## src/rtl/ifu_prefetch.sv

```systemverilog
// Instruction fetch stage: owns the fetch PC, issues word requests to instruction
// memory and buffers returned words in a small queue that feeds the decoder.
module ifu_prefetch #(
    parameter logic [31:0] RESET_PC = 32'h0000_0000,
    parameter int          DEPTH    = 4
) (
    input  logic        clk,
    input  logic        rst_n,
    input  logic        redirect,
    input  logic [31:0] redirect_pc,
    output logic        imem_req_valid,
    input  logic        imem_req_ready,
    output logic [31:0] imem_req_addr,
    input  logic        imem_rsp_valid,
    input  logic [31:0] imem_rsp_data,
    output logic        id_valid,
    input  logic        id_ready,
    output logic [31:0] id_inst,
    output logic [31:0] id_addr
);

    localparam int            PW      = $clog2(DEPTH);
    localparam int            CW      = $clog2(DEPTH) + 1;
    localparam logic [CW:0]   DEPTH_W = (CW + 1)'(DEPTH);
    localparam logic [CW-1:0] DEPTH_C = CW'(DEPTH);

    // Handshakes: a request transfers on a cycle where imem_req_valid && imem_req_ready;
    // once raised, valid and addr hold until transfer, redirect or reset. Responses have
    // no ready and are always taken. Decode pops on id_valid && id_ready.

    logic [31:0]   r_fetch_pc;
    logic [31:0]   r_rsp_pc;
    logic [CW-1:0] r_count;
    logic [CW-1:0] r_outstanding;
    logic [CW-1:0] r_drop;
    logic [PW-1:0] r_wr_ptr;
    logic [PW-1:0] r_rd_ptr;
    logic [31:0]   r_inst_q [DEPTH];
    logic [31:0]   r_addr_q [DEPTH];

    logic [31:0]   w_redirect_pc;
    logic [CW:0]   w_inflight;
    logic          w_req_valid;
    logic          w_req_fire;
    logic          w_drop_rsp;
    logic          w_push;
    logic          w_pop;
    logic [CW-1:0] w_outstanding_after_rsp;

    assign w_redirect_pc = redirect_pc & 32'hFFFF_FFFC;

    // Queued words and requests still in flight share one credit pool of DEPTH.
    assign w_inflight  = {1'b0, r_count} + {1'b0, r_outstanding};
    assign w_req_valid = rst_n && !redirect && (w_inflight < DEPTH_W);
    assign w_req_fire  = w_req_valid && imem_req_ready;

    assign w_drop_rsp = imem_rsp_valid && (r_drop != '0);
    assign w_push     = imem_rsp_valid && (r_drop == '0) && !redirect;
    assign w_pop      = (r_count != '0) && id_ready && !redirect;

    assign w_outstanding_after_rsp = r_outstanding - CW'(imem_rsp_valid);

    always_ff @(posedge clk) begin
        if (!rst_n) begin
            r_fetch_pc    <= RESET_PC;
            r_rsp_pc      <= RESET_PC;
            r_count       <= '0;
            r_outstanding <= '0;
            r_drop        <= '0;
            r_wr_ptr      <= '0;
            r_rd_ptr      <= '0;
        end else if (redirect) begin
            // Everything still in flight after this cycle belongs to the old path.
            r_fetch_pc    <= w_redirect_pc;
            r_rsp_pc      <= w_redirect_pc;
            r_count       <= '0;
            r_wr_ptr      <= '0;
            r_rd_ptr      <= '0;
            r_outstanding <= w_outstanding_after_rsp;
            r_drop        <= w_outstanding_after_rsp;
        end else begin
            if (w_req_fire) begin
                r_fetch_pc <= r_fetch_pc + 32'd4;
            end
            r_outstanding <= w_outstanding_after_rsp + CW'(w_req_fire);
            if (w_drop_rsp) begin
                r_drop <= r_drop - CW'(1);
            end
            if (w_push) begin
                r_rsp_pc <= r_rsp_pc + 32'd4;
                r_wr_ptr <= r_wr_ptr + PW'(1);
            end
            if (w_pop) begin
                r_rd_ptr <= r_rd_ptr + PW'(1);
            end
            r_count <= r_count + CW'(w_push) - CW'(w_pop);
        end
    end

    always_ff @(posedge clk) begin
        if (rst_n && w_push) begin
            r_inst_q[r_wr_ptr] <= imem_rsp_data;
            r_addr_q[r_wr_ptr] <= r_rsp_pc + 32'd4;
        end
    end

    assign imem_req_valid = w_req_valid;
    assign imem_req_addr  = r_fetch_pc;

    // Decode sees only registered queue state; empty presents a zero bubble.
    assign id_valid = (r_count != '0);
    assign id_inst  = id_valid ? r_inst_q[r_rd_ptr] : 32'h0;
    assign id_addr  = id_valid ? r_addr_q[r_rd_ptr] : 32'h0;

    a_no_overflow: assert property (@(posedge clk) disable iff (!rst_n)
        !(w_push && !w_pop && (r_count == DEPTH_C)));

    a_credit_bound: assert property (@(posedge clk) disable iff (!rst_n)
        w_inflight <= DEPTH_W);

    a_rsp_expected: assert property (@(posedge clk) disable iff (!rst_n)
        imem_rsp_valid |-> (r_outstanding != '0));

    a_drop_bound: assert property (@(posedge clk) disable iff (!rst_n)
        r_drop <= r_outstanding);

    a_req_hold: assert property (@(posedge clk) disable iff (!rst_n)
        (imem_req_valid && !imem_req_ready) |=>
            (redirect || (imem_req_valid && $stable(imem_req_addr))));

endmodule

```

## config.mk

```make
export PLATFORM = sky130hd
export DESIGN_NAME = ifu_prefetch
export DESIGN_NICKNAME = d
export VERILOG_FILES = /design/src/rtl/ifu_prefetch.sv
export SDC_FILE = /design/constraint.sdc
export NUM_CORES = 1
export LEC_CHECK = 0
export BUFFER_PORTS_ARGS = -buffer_cell sky130_fd_sc_hd__buf_4
export CAP_MARGIN = 10
export CORE_ASPECT_RATIO = 2
export CORE_MARGIN = 2
export CORE_UTILIZATION = 40
export CTS_BUF_LIST = sky130_fd_sc_hd__clkbuf_4 sky130_fd_sc_hd__clkbuf_8 sky130_fd_sc_hd__clkbuf_16
export CTS_CLUSTER_SIZE = 20
export DETAILED_ROUTE_END_ITERATION = 6
export MAX_ROUTING_LAYER = met4
export SYNTH_ARGS = -nofsm -noshare
export SYNTH_HDL_FRONTEND = slang
export SYNTH_SLANG_ARGS = --single-unit
```

## constraint.sdc

```tcl
create_clock -name clk -period 4.55 [get_ports clk]
set_input_delay 0.455 -clock clk [delete_from_list [all_inputs] [get_ports clk]]
set_output_delay 0.455 -clock clk [all_outputs]
set_load 0.02 [all_outputs]
```

==> flow_metrics.py <==
metrics = {
    "sta": {
        "finalHoldViolations": 0,
        "max_slew_margin_pct": 34.24,
        "period_share_pct": 71.35,
        "drv_slew": 0,
        "worst_pin_slew_ns": 0.9864,
        "fin_hold_ws_ns": 0.1063,
        "final.min_clock_period_ns": 3.246,
        "rsz0062_at_grt": "false",
        "clock_skew_ns": 0.007686,
        "finalSetupViolCount": 0,
        "setup_ws_ns": 1.304,
        "timing.fmax_mhz": 308.0,
        "setup_tns_ns": 0,
    },
    "global_route": {
        "grt_pass1_vias": 8345,
        "antenna_found_initial": 0,
        "overflow": 0,
        "grt_usage_pct": 17.43,
        "grt_pass1_wl_um": 46510,
        "grt_max_degree": 64,
    },
    "synth": {
        "synth_flop_cell": "edfxtp_1",
        "yosysTopAreaCell": "edfxtp_1",
        "postSynth.asyncResetShare_pct": 0,
        "syn_area_um2": 13750,
        "ys_seq_area_share_pct": 65.07,
        "ys_ff_latch": 323,
        "synth.distinct_cells": 55,
        "synth_top_area_share_pct": 54.15,
        "post_synth.cell_area_avg_um2": 14.77,
        "synth_edf_count": 248,
        "yosys_warnings": 0,
        "yosys-top-cells-area": "edfxtp_1 (54%), dfxtp_1 (11%), mux4_2 (10%), nor2b_1 (2.9%), xnor2_1 (2.9%)",
        "synthCells": 931,
    },
    "floorplanning": {
        "die_x_um": 135.1,
        "ios": 168,
        "rows": 96,
        "coreArea_um2": 34110,
        "start_util_pct": 40.32,
        "chipHeight_um": 266.2,
        "die_area_um2": 35970,
    },
    "power_and_ir_drop": {
        "power.share.switching_pct": 22.05,
        "power.density_nw_per_um2": 382.9,
        "p_clk_share_pct": 39.3,
        "power.leakage_nw": 5.543,
        "seqPwrFrac_pct": 53.1,
        "vdd_drop_max_v": 0.0003542,
        "p_comb_share_pct": 7.6,
        "p_int_mw": 4.877,
        "p_switching_mw": 1.379,
    },
    "critical_path": {
        "cp-start-kind": "register",
        "path_cells": "buf_4 > mux4_2 > nor2b_1 > buf_4",
        "critPathBufInv": 2,
        "cp_slowest_cell": "dfxtp_4",
        "path_max_fanout": 32,
        "worstPathArrival_ns": 2.79,
        "cp_common_cell": "buf_4",
        "required_ns": 4.09,
        "critical_path_class": "reg2out",
        "worst_setup_path_end_kind": "output port",
        "cp_top_family": "flip-flops",
        "critPathMaxStageDelay_ns": 0.77,
    },
    "min_path": {
        "hold_path.class": "in2reg",
    },
    "clock_network": {
        "post-cts-setup-buffer-count": 0,
        "cts_root_buffer": "clkbuf_16",
        "clkSlewWorstSetupHoldPaths_ns": 0.06,
        "clk_path_buf_depth": 3,
        "cts-buffers-inserted": 28,
        "insertion_delay_ns": 0.55,
        "cts_tree": "built",
        "cts_sinks": 323,
        "cts_hold_buf": 0,
        "ctsResizeCount": 0,
        "htreeDepth": 1,
    },
    "routing": {
        "avgRoutedWirePerCell_um": 19.61,
        "vias": 8158,
        "ant_nets": 0,
        "drtPass1Iterations": 4,
        "drcViolationCount": 0,
        "drt_iter0_drc": 488,
        "drt-total-wl_um": 30320,
        "avgViaCountPerCell": 5.277,
    },
    "status": {
        "outcome": "finished clean",
    },
    "place": {
        "gp_congestion": 0.8743,
        "portBuffers": 161,
        "dp_hpwl_um": 20300,
        "pre_cts_slack_ns": 1.530,
    },
    "layout": {
        "syn_to_final_growth_pct": 18.80,
        "finalNetCount": 1171,
        "final_layout_size_suffix_gt1_share_pct": 27.06,
        "diodes": 0,
    },
    "run": {
        "max_cap_viol_count": 0,
    },
}
==> synthesized netlist by cell type (2+ instances only) <==
library cell,n
nor2_1,27
nor3_1,14
buf_2,9
inv_1,21
mux4_2,62
nor4_2,2
nand2_1,36
o21ai_0,37
ha_1,16
o21a_1,3
buf_4,9
nor4_1,8
xor2_1,36
or4_1,4
nand2b_1,2
nand3b_1,2
edfxtp_1,248
dfxtp_1,75
nor2b_1,64
and3_1,17
a211oi_1,4
and2_1,3
nand3_1,31
buf_6,2
a21oi_1,50
xnor2_1,45
and4_1,8
a21boi_0,3
or3_1,8
clkbuf_1,31
a31oi_1,12
nand4_1,19
==> through the flow <==
stage | cells | instance area, um^2 | utilization [%] | power, mW
after floorplan | 934 | 13760 | - | 3.659
after global placement | 1495 | 15390 | 45.10 | 3.856
after detailed placement | 1495 | 15390 | 45.10 | 3.868
after CTS | 1546 | 16340 | 47.89 | 6.344
after global routing | 1546 | 16340 | 47.89 | 6.488
final | 1546 | 16340 | 47.89 | 6.256
==> power groups by stage <==
stage | sequential [mW] | combinational [mW] | clock, mW
global route | 3.33 | 0.521 | 2.64
CTS | 3.32 | 0.485 | 2.54
global placement | 3.38 | 0.472 | 0
detailed placement | 3.39 | 0.483 | 0
floorplan | 3.38 | 0.274 | 0
finish | 3.32 | 0.476 | 2.46
==> layout make-up <==
| type | instances | area, um^2 |
|---|---|---|
| Tap cell | 441 | 551.8 |
| Clock buffer | 34 | 763.2 |
| Sequential cell | 323 | 8954 |
| Fill cell | 3107 | 17770 |
| Clock inverter | 17 | 188.9 |
| Inverter | 22 | 82.58 |
| Multi-Input combinational cell | 536 | 4474 |
| Timing Repair Buffer | 173 | 1324 |
==> kinds of logic after synthesis <==
kind of cell / synth area share (%)
simple gates: 10.73
fa+ha+maj: 1.601
compound gates: 4.713
xor+xnor: 5.158
flops: 65.07
buf+inv: 2.556
other cells: 0.02727
mux: 10.15
==> layout by cell type, fill, tap and decap left out, types with 16 or more instances in the layout <==
master,Yosys,layout
xnor2_1,45,45
xor2_1,36,36
mux4_2,62,62
ha_1,16,16
nand3_1,31,31
edfxtp_1,248,248
nand2_1,36,36
nand4_1,19,19
inv_1,21,20
buf_4,9,171
clkbuf_16,0,29
nor2_1,27,27
dfxtp_1,75,73
o21ai_0,37,37
a21oi_1,50,50
nor2b_1,64,64
==> per-layer routing <==
layer | global-route usage [%] | up-vias | routed length [um]
met3 | 1.846 | 55 | 1195
met2 | 33.01 | 216 | 17040
met4 | 6.419 | 0 | 888
li1 | - | 3829 | -
met1 | 18.37 | 4058 | 11200
met5 | - | - | 0
==> sequential cells by signal, summed over array words and instances (netlist names), named ones only <==
register       flops
r_wr_ptr           2
r_rd_ptr           2
r_inst_q         128
r_outstanding      3
r_drop             3
imem_req_addr     30
r_addr_q         120
r_count            3
r_rsp_pc          30
==> final timing paths <==
kind / from / endpoint / slack, ns / cells past startpoint
hold / removal: imem_rsp_data[23] / r_inst_q[0][23] / 0.11 / 1
setup / recovery: register / id_inst[30] / 1.30 / 4
hold reg to reg: r_wr_ptr[1] / r_wr_ptr[1] / 0.50 / 2
setup reg to reg: r_count[2] / imem_req_addr[25] / 1.50 / 6
No activity file was read; power rests on OpenSTA's default activity.
